File: src/rtl/mips_run_sequencer_if.sv
// Host-side run-control bundle for mips_run_sequencer.
// The master modport drives run requests and the core PC; the slave modport is the sequencer.
interface mips_run_sequencer_if #(
    parameter int PC_W  = 32,
    parameter int CNT_W = 16
);
    logic             START;
    logic             ABORT;
    logic             FWD_MODE;
    logic [CNT_W-1:0] MAX_CYCLES;
    logic [PC_W-1:0]  PC;
    logic             CORE_RESET;
    logic             FORWARDING_EN;
    logic             BUSY;
    logic             DONE;
    logic             HALTED;
    logic             TIMEOUT;
    logic [CNT_W-1:0] CYCLE_COUNT;

    modport master (
        output START, ABORT, FWD_MODE, MAX_CYCLES, PC,
        input  CORE_RESET, FORWARDING_EN, BUSY, DONE, HALTED, TIMEOUT, CYCLE_COUNT
    );

    modport slave (
        input  START, ABORT, FWD_MODE, MAX_CYCLES, PC,
        output CORE_RESET, FORWARDING_EN, BUSY, DONE, HALTED, TIMEOUT, CYCLE_COUNT
    );
endinterface

File: src/rtl/mips_run_sequencer.sv
// Sequences one MIPS core run: reset hold, run with cycle count, end on PC stall or budget.
// All outputs registered; START is a level request acknowledged by dropping it in DONE.
module mips_run_sequencer #(
    parameter int PC_W        = 32,
    parameter int CNT_W       = 16,
    parameter int RST_HOLD    = 2,
    parameter int STALL_LIMIT = 4
) (
    input  logic                  CLK,
    input  logic                  RESET_N,
    mips_run_sequencer_if.slave   bus
);
    localparam int HW = (RST_HOLD > 1) ? $clog2(RST_HOLD) : 1;
    localparam int SW = $clog2(STALL_LIMIT + 1);

    typedef enum logic [1:0] {
        S_IDLE,
        S_RESET_HOLD,
        S_RUN,
        S_DONE
    } state_t;

    state_t           state;
    logic [CNT_W-1:0] budget;
    logic [HW-1:0]    hold_cnt;
    logic [SW-1:0]    stall_cnt;
    logic [PC_W-1:0]  prev_pc;
    logic             prev_vld;

    logic             core_reset_r;
    logic             fwd_r;
    logic             busy_r;
    logic             done_r;
    logic             halted_r;
    logic             timeout_r;
    logic [CNT_W-1:0] cycle_cnt_r;

    logic [CNT_W-1:0] cnt_nxt;
    logic [SW-1:0]    stall_nxt;
    logic             pc_match;
    logic             halt_hit;
    logic             tmo_hit;

    // Counter saturates at all-ones; timeout compares against the post-increment value.
    assign cnt_nxt   = (&cycle_cnt_r) ? cycle_cnt_r : cycle_cnt_r + CNT_W'(1);
    assign pc_match  = prev_vld && (bus.PC == prev_pc);
    assign stall_nxt = stall_cnt + SW'(1);
    assign halt_hit  = pc_match && (stall_nxt == SW'(STALL_LIMIT));
    assign tmo_hit   = (budget != '0) && (cnt_nxt == budget);

    always_ff @(posedge CLK or negedge RESET_N) begin
        if (!RESET_N) begin
            state        <= S_IDLE;
            budget       <= '0;
            hold_cnt     <= '0;
            stall_cnt    <= '0;
            prev_pc      <= '0;
            prev_vld     <= 1'b0;
            core_reset_r <= 1'b1;
            fwd_r        <= 1'b0;
            busy_r       <= 1'b0;
            done_r       <= 1'b0;
            halted_r     <= 1'b0;
            timeout_r    <= 1'b0;
            cycle_cnt_r  <= '0;
        end else if (bus.ABORT) begin
            state        <= S_IDLE;
            core_reset_r <= 1'b1;
            busy_r       <= 1'b0;
            done_r       <= 1'b0;
            halted_r     <= 1'b0;
            timeout_r    <= 1'b0;
        end else begin
            case (state)
                S_IDLE: begin
                    core_reset_r <= 1'b1;
                    if (bus.START) begin
                        state       <= S_RESET_HOLD;
                        fwd_r       <= bus.FWD_MODE;
                        budget      <= bus.MAX_CYCLES;
                        cycle_cnt_r <= '0;
                        halted_r    <= 1'b0;
                        timeout_r   <= 1'b0;
                        hold_cnt    <= '0;
                        busy_r      <= 1'b1;
                    end
                end
                S_RESET_HOLD: begin
                    if (hold_cnt == HW'(RST_HOLD - 1)) begin
                        state        <= S_RUN;
                        core_reset_r <= 1'b0;
                        stall_cnt    <= '0;
                        prev_vld     <= 1'b0;
                    end else begin
                        hold_cnt <= hold_cnt + HW'(1);
                    end
                end
                S_RUN: begin
                    cycle_cnt_r <= cnt_nxt;
                    prev_pc     <= bus.PC;
                    prev_vld    <= 1'b1;
                    stall_cnt   <= pc_match ? stall_nxt : '0;
                    // Halt wins a tie with the budget edge.
                    if (halt_hit || tmo_hit) begin
                        state        <= S_DONE;
                        core_reset_r <= 1'b1;
                        busy_r       <= 1'b0;
                        done_r       <= 1'b1;
                        halted_r     <= halt_hit;
                        timeout_r    <= !halt_hit;
                    end
                end
                S_DONE: begin
                    if (!bus.START) begin
                        state  <= S_IDLE;
                        done_r <= 1'b0;
                    end
                end
                default: begin
                    state        <= S_IDLE;
                    core_reset_r <= 1'b1;
                    busy_r       <= 1'b0;
                    done_r       <= 1'b0;
                end
            endcase
        end
    end

    assign bus.CORE_RESET    = core_reset_r;
    assign bus.FORWARDING_EN = fwd_r;
    assign bus.BUSY          = busy_r;
    assign bus.DONE          = done_r;
    assign bus.HALTED        = halted_r;
    assign bus.TIMEOUT       = timeout_r;
    assign bus.CYCLE_COUNT   = cycle_cnt_r;
endmodule
File: src/flat_wrapper.sv
// flat-port wrapper written by rule: the top's interface ports become plain ports
module mips_run_sequencer_flat 
#(
    parameter int PC_W        = 32,
    parameter int CNT_W       = 16,
    parameter int RST_HOLD    = 2,
    parameter int STALL_LIMIT = 4
)
  (CLK, RESET_N, bus_START, bus_ABORT, bus_FWD_MODE, bus_MAX_CYCLES, bus_PC, bus_CORE_RESET, bus_FORWARDING_EN, bus_BUSY, bus_DONE, bus_HALTED, bus_TIMEOUT, bus_CYCLE_COUNT);
  mips_run_sequencer_if #(.PC_W(PC_W), .CNT_W(CNT_W)) bus_i ();
  input  logic CLK;
  input  logic RESET_N;
  input wire logic [$bits(bus_i.START)-1:0] bus_START;
  input wire logic [$bits(bus_i.ABORT)-1:0] bus_ABORT;
  input wire logic [$bits(bus_i.FWD_MODE)-1:0] bus_FWD_MODE;
  input wire logic [$bits(bus_i.MAX_CYCLES)-1:0] bus_MAX_CYCLES;
  input wire logic [$bits(bus_i.PC)-1:0] bus_PC;
  output wire logic [$bits(bus_i.CORE_RESET)-1:0] bus_CORE_RESET;
  output wire logic [$bits(bus_i.FORWARDING_EN)-1:0] bus_FORWARDING_EN;
  output wire logic [$bits(bus_i.BUSY)-1:0] bus_BUSY;
  output wire logic [$bits(bus_i.DONE)-1:0] bus_DONE;
  output wire logic [$bits(bus_i.HALTED)-1:0] bus_HALTED;
  output wire logic [$bits(bus_i.TIMEOUT)-1:0] bus_TIMEOUT;
  output wire logic [$bits(bus_i.CYCLE_COUNT)-1:0] bus_CYCLE_COUNT;
  assign bus_i.START = bus_START;
  assign bus_i.ABORT = bus_ABORT;
  assign bus_i.FWD_MODE = bus_FWD_MODE;
  assign bus_i.MAX_CYCLES = bus_MAX_CYCLES;
  assign bus_i.PC = bus_PC;
  assign bus_CORE_RESET = bus_i.CORE_RESET;
  assign bus_FORWARDING_EN = bus_i.FORWARDING_EN;
  assign bus_BUSY = bus_i.BUSY;
  assign bus_DONE = bus_i.DONE;
  assign bus_HALTED = bus_i.HALTED;
  assign bus_TIMEOUT = bus_i.TIMEOUT;
  assign bus_CYCLE_COUNT = bus_i.CYCLE_COUNT;
  mips_run_sequencer #(.PC_W(PC_W), .CNT_W(CNT_W), .RST_HOLD(RST_HOLD), .STALL_LIMIT(STALL_LIMIT)) u_core (.CLK(CLK), .RESET_N(RESET_N), .bus(bus_i));
endmodule
File: config.mk
export PLATFORM = sky130hd
export DESIGN_NAME = mips_run_sequencer_flat
export DESIGN_NICKNAME = d
export VERILOG_FILES = /design/src/rtl/mips_run_sequencer_if.sv /design/src/rtl/mips_run_sequencer.sv /design/src/flat_wrapper.sv
export SDC_FILE = /design/constraint.sdc
export NUM_CORES = 1
export LEC_CHECK = 0
export CAP_MARGIN = 20
export CORE_UTILIZATION = 49
export CTS_CLUSTER_DIAMETER = 200
export DETAILED_ROUTE_END_ITERATION = 8
export GPL_ROUTABILITY_DRIVEN = 0
export HOLD_SLACK_MARGIN = 0.05
export PLACE_DENSITY = 0.82
export SETUP_SLACK_MARGIN = 0.02
export SYNTH_ARGS = -nofsm -noshare
export SYNTH_HDL_FRONTEND = slang
export SYNTH_SLANG_ARGS = --single-unit
File: constraint.sdc
create_clock -name CLK -period 3 [get_ports CLK]
set_input_delay 0.75 -clock CLK [delete_from_list [all_inputs] [get_ports CLK]]
set_output_delay 0.75 -clock CLK [all_outputs]
set_load 0.01 [all_outputs]
* After elaboration in Yosys (flattened, before gate mapping)
Index checks and enable logic that the tools add are counted. Widths: inputs -> output; s select.
Cells by class: add/sub/neg operators 3, eq/ne operators 12, multiplexer cells 33, bitwise logic cells 1, reductions and logical operators 23
Operators by type and width (count):
- $eq 32x32->1 | 1
- $mux 16 | 2
- $pmux 16 s2 | 1
- $reduce_and 3->1 | 7
- $add 16x1->16 const B | 1
- $eq 16x16->1 | 1
- $reduce_and 16->1 | 1
- $reduce_bool 16->1 | 1
- $mux 1 | 14
- $pmux 1 s2 | 6
- $mux 2 | 5
- $pmux 2 s4 | 1
- $mux 3 | 2
- $ne 3x2->1 const B | 2
- $ne 3x3->1 const B | 2
- $pmux 3 s2 | 1
- $reduce_bool 2->1 | 3
- $reduce_bool 3->1 | 2
- $eq 2x2->1 const B | 2
- $reduce_and 4->1 | 1
- $reduce_bool 4->1 | 1
- $add 3x1->3 const B | 1
- $eq 3x3->1 const B | 1
- $logic_and 1x1->1 | 3
- other kinds (10) | 10
Word-level totals: register bits 77, input bits 53, output and inout bits 22, word-level logic and storage cells 85

* Depth between registers and ports, before layout
Gate-level depths: netlist of the first run.
depth in word-level cells 8, depth in mapped cells 9, gate-level depth less buffers 8

* Worst setup path after synthesis of the first run
Ideal clock, no wire load.
path kind reg2reg, from reg u_core.cycle_cnt_r[0], in the netlist u_core.bus.CYCLE_COUNT[0], to reg u_core.halted_r, in the netlist u_core.bus.HALTED, library setup time 120 ps, arrival 2952 ps, required time 2880 ps, path slack -72 ps, cell stages (with the launch flop) 9, buffers on the path 0, cells stage by stage dfrtp_1 ha_1 nand3_2 nor4_1 mux2i_1 o2111ai_1 a2111oi_2 nand3_2 a31o_1
On the way: cells in the longest elaborated chain, start to end 7, elaborated cells on any way between the ends 8
Ends and longest elaborated chain:
- start: declaration | line mips_run_sequencer.sv:36 | logic [CNT_W-1:0] cycle_cnt_r;
- start signal: assignment | line mips_run_sequencer.sv:99 | cycle_cnt_r <= cnt_nxt;
- $add 16x1->16 / $reduce_and 16->1 (equally long branches) | line mips_run_sequencer.sv:45 | assign cnt_nxt = (&cycle_cnt_r) ? cycle_cnt_r : cycle_cnt_r + CNT_W'(1);
- $mux 16 (*) | line mips_run_sequencer.sv:45
- $eq 16x16->1 (*) | line mips_run_sequencer.sv:49 | assign tmo_hit = (budget != '0) && (cnt_nxt == budget);
- $logic_and 1x1->1 (*) | line mips_run_sequencer.sv:49
- $logic_or 1x1->1 (*) | line mips_run_sequencer.sv:104 | if (halt_hit || tmo_hit) begin
- $ne 3x2->1 (no line) (*)
- $reduce_and 3->1 (no line) (*)
- end signal: assignment | line mips_run_sequencer.sv:109 | halted_r <= halt_hit;
- end: declaration | line mips_run_sequencer.sv:34 | logic halted_r;
Mark *: on every way between the ends. The rest lies on a longest branch, timed or not. A chain may end at the register's enable or synchronous reset.

* Worst setup path in the final report of the first run
from reg u_core.cycle_cnt_r[12], in the netlist u_core.bus.CYCLE_COUNT[12], to reg u_core.halted_r, in the netlist u_core.bus.HALTED
The elaborated chain is that of the path after synthesis.

==> results of run 1 <==
==> metal layers <==
metal / up-vias / routed length (um) / track usage [%] / share of wire [%]
met5: - / 0 / 0 / 0
met4: 0 / 417 / 12.6 / 3.4
met3: 50 / 966 / 5.92 / 7.8
met2: 232 / 6090 / 43.6 / 49
met1: 2101 / 4900 / 32.5 / 40
li1: 2059 / - / - / -
==> stage by stage <==
stage                     total power [mW]  std cells  setup WS [ps]  util [%]
after floorplan                       2.75        530            106         -
after global placement                3.23        725          -86.2      60.8
after global routing                  4.42        742           39.5      63.4
final                                 4.14        742            138      63.4
after CTS                             4.13        741            183      62.9
after detailed placement              3.33        725           -183      60.8
==> critical path, cell delays in order (launching register included) <==
cell and delay, ps:
sky130_fd_sc_hd__dfrtp_1 610, sky130_fd_sc_hd__and4_1 490, sky130_fd_sc_hd__nand4_1 300, sky130_fd_sc_hd__a31o_2 330, sky130_fd_sc_hd__a221o_1 350, sky130_fd_sc_hd__nor4_4 140, sky130_fd_sc_hd__buf_4 200, sky130_fd_sc_hd__nand3_2 90
sky130_fd_sc_hd__a31o_1 230
==> sequential cells by signal (all words and copies together), names as in the netlist <==
| register | count |
|---|---|
| u_core.bus.FORWARDING_EN | 1 |
| u_core.hold_cnt | 1 |
| u_core.budget | 16 |
| u_core.stall_cnt | 3 |
| u_core.bus.CORE_RESET | 1 |
| u_core.prev_vld | 1 |
| u_core.bus.CYCLE_COUNT | 16 |
| u_core.bus.DONE | 1 |
| u_core.bus.HALTED | 1 |
| u_core.prev_pc | 32 |
| u_core.bus.TIMEOUT | 1 |
| u_core.state | 2 |
| u_core.bus.BUSY | 1 |
==> power groups by stage <==
stage	combinational, mW	sequential (mW)	clock (mW)
after floorplan	1.09	1.67	0
after global placement	1.52	1.71	0
after detailed placement	1.59	1.73	0
after CTS	1.60	1.72	0.812
after global routing	1.80	1.76	0.863
final	1.62	1.72	0.799
==> area by class of cell <==
type                    count  area [sq um]  area share [%]
clock inverters             7          73.8            1.25
repair buffers             93           901            15.3
flip-flops and latches     77          1930            32.8
clock buffers               9           124            2.10
inverters                  12          45.0           0.765
multi-input cells         415          2650            45.1
well taps                 129           161            2.74
==> cell families after synthesis <==
group	share of synthesized area, %
muxes	4.92
adders and majority gates	2.12
and+or+nand+nor	26.9
AOI/OAI and AO/OA	13.3
buffers and inverters	3.57
xor gates and xnor gates	8.34
DFF	40.8
==> what timing repair did <==
action                                 4_1_cts  5_1_grt
endpoints found under the hold margin        0        0
setup endpoints to repair                    0        4
resized for setup                            0        2
==> Yosys cell counts (12+ instances only) <==
master	number
sky130_fd_sc_hd__a21oi_1	17
sky130_fd_sc_hd__clkbuf_1	13
sky130_fd_sc_hd__dfrtp_1	76
sky130_fd_sc_hd__inv_1	12
sky130_fd_sc_hd__mux2_2	18
sky130_fd_sc_hd__nand2_1	122
sky130_fd_sc_hd__nand4_1	20
sky130_fd_sc_hd__nor2_1	25
sky130_fd_sc_hd__nor4_1	14
sky130_fd_sc_hd__o21ai_0	30
sky130_fd_sc_hd__xnor2_1	27
sky130_fd_sc_hd__xor2_1	18
==> path summary, 6_finish.rpt <==
check                      cells after the start                                endpoint                              startpoint  slack (ps)
min                                            1            u_core.budget[6]$_DFFE_PN0P_                                 RESET_N         310
max reg2reg                                    8           u_core.bus.HALTED$_DFFE_PN0P_  u_core.bus.CYCLE_COUNT[12]$_DFFE_PN0P_         140
max in group asynchronous                      2  u_core.bus.CYCLE_COUNT[13]$_DFFE_PN0P_                                 RESET_N        2120
min reg2reg                                    2         u_core.stall_cnt[2]$_DFFE_PN0P_         u_core.stall_cnt[2]$_DFFE_PN0P_         490
min in group CLK                               2         u_core.stall_cnt[2]$_DFFE_PN0P_         u_core.stall_cnt[2]$_DFFE_PN0P_         490
max                                            8           u_core.bus.HALTED$_DFFE_PN0P_  u_core.bus.CYCLE_COUNT[12]$_DFFE_PN0P_         140
==> metrics.log, run 1 <==
INFO  metric power.leakage = around 2.5 nW
INFO  metric setup-violations-final = 0
INFO  metric syn_area_per_cell = 8.92 sq um
INFO  metric rows = 35
INFO  metric clkSlewWorstSetupHoldPaths = 90 ps
INFO  metric postSynthRegisterBits = 77
INFO  metric worst_pin_slew = 605 ps
INFO  metric clk_root_buffer_cell = sky130_fd_sc_hd__clkbuf_8
INFO  metric worstPathMaxFanout = 13
INFO  metric place.port_buffers = 74
INFO  metric design.die.area = around 10000 sq um
INFO  metric tritoncts = done
INFO  metric synth_cells = 530
INFO  metric ys_seq_area_share = between 40% and 50%
INFO  metric ctsHoldBuffers = 0
INFO  metric vdd_ir_drop_max = 0.471 mV
INFO  metric chipWidth = 100 um
INFO  metric clkSinkCount = 77
INFO  metric clkLatencyLatePin = 370 ps
INFO  metric drc_errors = 0
INFO  metric timing.critical_path.required = ~3300 ps
INFO  metric proportion_of_netlist_area_held_by_the_largest_area_contributor = 40.2%
INFO  metric synth_cell_type_count = 62
INFO  metric synth-main-ff-cell = sky130_fd_sc_hd__dfrtp_1
INFO  metric grt_pass1_wl = 20800 um
INFO  metric asyncSetResetFlopFracSynth = 100%
INFO  metric netlist_area_before_placement = 4730 sq um
INFO  metric fin_crit = 2860 ps
INFO  metric max-clock-path-buffers = 2
INFO  metric worst_clock_skew = ~14 ps
INFO  metric num_antenna_cells = 0
INFO  metric post-route-period-util = 95.4%
INFO  metric max_cap_viol_count = 0
INFO  metric postPlaceCellArea = between 5000 and 6000 sq um
INFO  metric swShare = approximately two fifths
INFO  metric areaGrowthSynthToFinish = 24.5%
INFO  metric power_density_cells = 703 nW/um^2
INFO  metric path_class = reg -> reg
INFO  metric total_global_routing_track_utilization = 26.3%
INFO  metric synth_edf_count = 0
INFO  metric max_freq = 349 MHz
INFO  metric grt_pass1_vias = 4400
INFO  metric pwr-share-seq = 41.6%
INFO  metric post_route_cells_drive_above_1_share = between 10% and 20%
INFO  metric drtIter0Drc = 269
INFO  metric power.net_switching = between 1.5 and 2 mW
INFO  metric report.final.slew_viol_count = 0
INFO  metric dp_hpwl = 8920 um
INFO  metric synthesis.nets = 591
INFO  metric post-synth-top-area-cell = sky130_fd_sc_hd__dfrtp_1
INFO  metric grt.overflow.total = 0
INFO  metric p_comb_share = 39.1%
INFO  metric grt_start_max_net_pins = between 70 and 80
INFO  metric yosys-top-cells-area = sky130_fd_sc_hd__dfrtp_1 (40%), sky130_fd_sc_hd__nand2_1 (9.7%), sky130_fd_sc_hd__xnor2_1 (5.0%)
INFO  metric holdWs = 311 ps
INFO  metric initial_utilization = 50.9%
INFO  metric relSlewSlack = 59.6%
INFO  metric post_cts.repair.setup_buffers = 0
INFO  metric crit_path_end_kind = flip-flop
INFO  metric filler_cell_count = slightly below 800
INFO  metric route.antenna.remaining_nets = 0
INFO  metric design.final.nets = 669
INFO  metric route.detailed.vias_per_inst = 5.99
INFO  metric mostFrequentLayoutCells = sky130_fd_sc_hd__nand2_1 (122), sky130_fd_sc_hd__dfrtp_1 (76), sky130_fd_sc_hd__clkdlybuf4s50_1 (73)
INFO  metric intPower = approximately 2.5 mW
INFO  metric synth-warning-count = 0
INFO  metric detail_route.first_pass.iterations = 8
INFO  metric detailroute.via_count = 4442
INFO  metric antenna_found_initial = 0
INFO  metric floorplan.io_pins = 75
INFO  metric drt-wirelength-per-cell = 16.7 um
INFO  metric final_design_area_no_fill = 5890 sq um
INFO  metric num_cts_buffers = 9
INFO  metric layout_commonest_cell = sky130_fd_sc_hd__nand2_1
INFO  metric worstSetupStartpointType = flip-flop
INFO  metric outcome = completed
INFO  metric arrival = 3120 ps
INFO  metric pwr-share-clk = 19.3%
INFO  metric fp.dieH = 100 um
INFO  metric rsz_0062_raised_after_global_routing = false
INFO  metric final.setup.tns = 0 ps
INFO  metric final_report_hold_violation_count = 0
INFO  metric drt-total-wl = about 12000 um
INFO  metric htreeDepth = 3
INFO  metric worstHoldPathType = in -> async
INFO  metric core_region_area = approximately 9300 sq um
Power figures use the tool's default switching activity.
==> run 2: changes to the inputs <==
--- a/config.mk
+++ b/config.mk
@@ -5,7 +5,7 @@
 export SDC_FILE = /design/constraint.sdc
 export NUM_CORES = 1
 export LEC_CHECK = 0
-export CAP_MARGIN = 20
+export CAP_MARGIN = 40
 export CORE_UTILIZATION = 49
 export CTS_CLUSTER_DIAMETER = 200
 export DETAILED_ROUTE_END_ITERATION = 8
==> metrics.log, run 2 (same netlist as run 1, synthesis figures left out) <==
INFO  metric max-clock-path-buffers = 2
INFO  metric route.detailed.vias_per_inst = 5.93
INFO  metric place.port_buffers = 74
INFO  metric areaGrowthSynthToFinish = 24.2%
INFO  metric r2r_setup_slack = around 130 ps
INFO  metric rr_endpoint = u_core.bus.HALTED$_DFFE_PN0P_
INFO  metric largest-register = u_core.prev_pc
INFO  metric design.final.nets = 669
INFO  metric power.leakage = 2.51 nW
INFO  metric cts_resized = 0
INFO  metric critical_path.cell_chain = and4_1 -> nand4_1 -> a31o_2 -> a221o_1 -> nor4_4 -> buf_4 -> nand3_2 -> a31o_1
INFO  metric tritoncts = done
INFO  metric filler_cell_count = between 700 and 800
INFO  metric chipWidth = approximately 100 um
INFO  metric cpLargestDelayFamily = simple AND/OR/NAND/NOR gates
INFO  metric postPlaceCellArea = 5670 sq um
INFO  metric power_density_cells = 712 nW/um^2
INFO  metric r2r_cells = 8
INFO  metric rr_startpoint = u_core.bus.CYCLE_COUNT[12]$_DFFE_PN0P_
INFO  metric rows = 35
INFO  metric post-route-period-util = roughly 96%
INFO  metric final_report_hold_violation_count = 0
INFO  metric report.final.slew_viol_count = 0
INFO  metric cp_num_buf_inv = 1
INFO  metric ctsHoldBuffers = 0
INFO  metric clkSinkCount = 77
INFO  metric worstSetupStartpointType = flip-flop
INFO  metric drtIter0Drc = about 350
INFO  metric fp.dieH = ~100 um
INFO  metric clkSlewWorstSetupHoldPaths = 90 ps
INFO  metric detail_route.first_pass.iterations = 5
INFO  metric initial_utilization = around 51%
INFO  metric antenna_found_initial = 0
INFO  metric worst_clock_skew = 12.5 ps
INFO  metric drt-wirelength-per-cell = around 17 um
INFO  metric largest_register_ff_count = 32
INFO  metric num_antenna_cells = 0
INFO  metric route.antenna.remaining_nets = 0
INFO  metric timing.critical_path.required = 3260 ps
INFO  metric num_cts_buffers = 9
INFO  metric worstHoldPathType = in -> async
INFO  metric dp_hpwl = approximately 9000 um
INFO  metric detailroute.via_count = between 4000 and 5000
INFO  metric mostFrequentLayoutCells = sky130_fd_sc_hd__nand2_1 (122), sky130_fd_sc_hd__dfrtp_1 (76), sky130_fd_sc_hd__clkdlybuf4s50_1 (73)
INFO  metric design.die.area = approximately 10000 sq um
INFO  metric grt_pass1_wl = 20800 um
INFO  metric outcome = completed
INFO  metric power.total = 4.18 mW
INFO  metric drt-total-wl = 12500 um
INFO  metric worst_pin_slew = 593 ps
INFO  metric relSlewSlack = 60.4%
INFO  metric final_design_area_no_fill = about 5900 sq um
INFO  metric post_cts.repair.setup_buffers = 0
INFO  metric critical_path.slowest_cell = sky130_fd_sc_hd__dfrtp_1
INFO  metric rsz_0062_raised_after_global_routing = false
INFO  metric setup-violations-final = 0
INFO  metric clkLatencyLatePin = 360 ps
INFO  metric drc_errors = 0
INFO  metric grt.overflow.total = 0
INFO  metric worst_path_largest_cell_delay = just over 600 ps
INFO  metric core_region_area = 9280 sq um
INFO  metric layout_commonest_cell = sky130_fd_sc_hd__nand2_1
INFO  metric grt_start_max_net_pins = 44
INFO  metric worstPathMaxFanout = 13
INFO  metric htreeDepth = 3
INFO  metric vdd_ir_drop_max = 0.466 mV
INFO  metric crit_path_end_kind = flip-flop
INFO  metric floorplan.io_pins = 75
INFO  metric arrival = between 3000 and 4000 ps
INFO  metric total_global_routing_track_utilization = 26.4%
INFO  metric post_route_cells_drive_above_1_share = 12.1%
INFO  metric fin_crit = between 2000 and 3000 ps
INFO  metric clk_root_buffer_cell = sky130_fd_sc_hd__clkbuf_8
INFO  metric max_cap_viol_count = 0
INFO  metric path_class = reg -> reg
INFO  metric max_freq = 348 MHz
INFO  metric grt_pass1_vias = about 4300
==> run 2: cell count changes in the layout (fill, tap and decap cells not counted), sizes merged <==
| cell | delta |
|---|---|
| clkinvlp | +1 |
| bufinv | +1 |
| inv | -3 |
| clkinv | +1 |
==> run 2: worst register-to-register path, delay by kind of cell (launching register included) <==
kind | cells | cell delay (ps)
compound gates | 3 | 910
simple gates | 4 | 1040
flops | 1 | 620
buf+inv | 1 | 200
==> run 2: worst max path at each step <==
stage / to / startpoint / slack [ps] / depth (start not counted)
finish: u_core.bus.HALTED$_DFFE_PN0P_ / u_core.bus.CYCLE_COUNT[12]$_DFFE_PN0P_ / 130 / 8
global route: u_core.bus.BUSY$_DFFE_PN0P_ / u_core.bus.CYCLE_COUNT[2]$_DFFE_PN0P_ / 40 / 8
floorplan: u_core.bus.HALTED$_DFFE_PN0P_ / u_core.bus.CYCLE_COUNT[0]$_DFFE_PN0P_ / 110 / 8
global placement: u_core.bus.CORE_RESET$_DFFE_PN1P_ / bus_PC[5] / -90 / 8
CTS: u_core.bus.CORE_RESET$_DFFE_PN1P_ / bus_PC[28] / 170 / 8
detailed placement: u_core.bus.CORE_RESET$_DFFE_PN1P_ / bus_PC[5] / -200 / 8
==> run 2: final cells by class <==
class | count | area (sq um) | area share, %
Clock buffer | 9 | 124 | 2.11
Clock inverter | 7 | 81.3 | 1.39
Inverter | 12 | 45.0 | 0.767
Multi-Input combinational cell | 415 | 2640 | 44.9
Sequential cell | 77 | 1930 | 32.8
Tap cell | 129 | 161 | 2.75
Timing Repair Buffer | 93 | 893 | 15.2
==> run 2: metal layers <==
layer | share of wire, % | GRT usage (%) | wire, um | vias up
met4 | 2.8 | 10.8 | 348 | 0
li1 | - | - | - | 2064
met2 | 49 | 44.2 | 6110 | 210
met5 | 0 | 0 | 0 | -
met3 | 7.4 | 5.43 | 919 | 35
met1 | 41 | 33.4 | 5080 | 2089
==> run 2: report_power, final <==
| group | internal (mW) | leakage (nW) | switching, mW |
|---|---|---|---|
| registers | 1.40 | 0.983 | 0.332 |
| clock network | 0.396 | 0.101 | 0.434 |
| logic | 0.761 | 1.43 | 0.860 |
| total | 2.55 | 2.51 | 1.63 |
==> run 2: per-stage QoR <==
stage,setup TNS (ps),cells,util [%],setup slack (ps),hold WS (ps)
3_3_place_gp,-376,725,60.8,-86.2,462
4_1_cts,0,742,63.2,166,344
2_1_floorplan,0,530,-,106,450
5_1_grt,0,742,63.2,39.3,358
3_5_place_dp,-939,726,61.0,-199,480
6_report,0,742,63.2,128,335
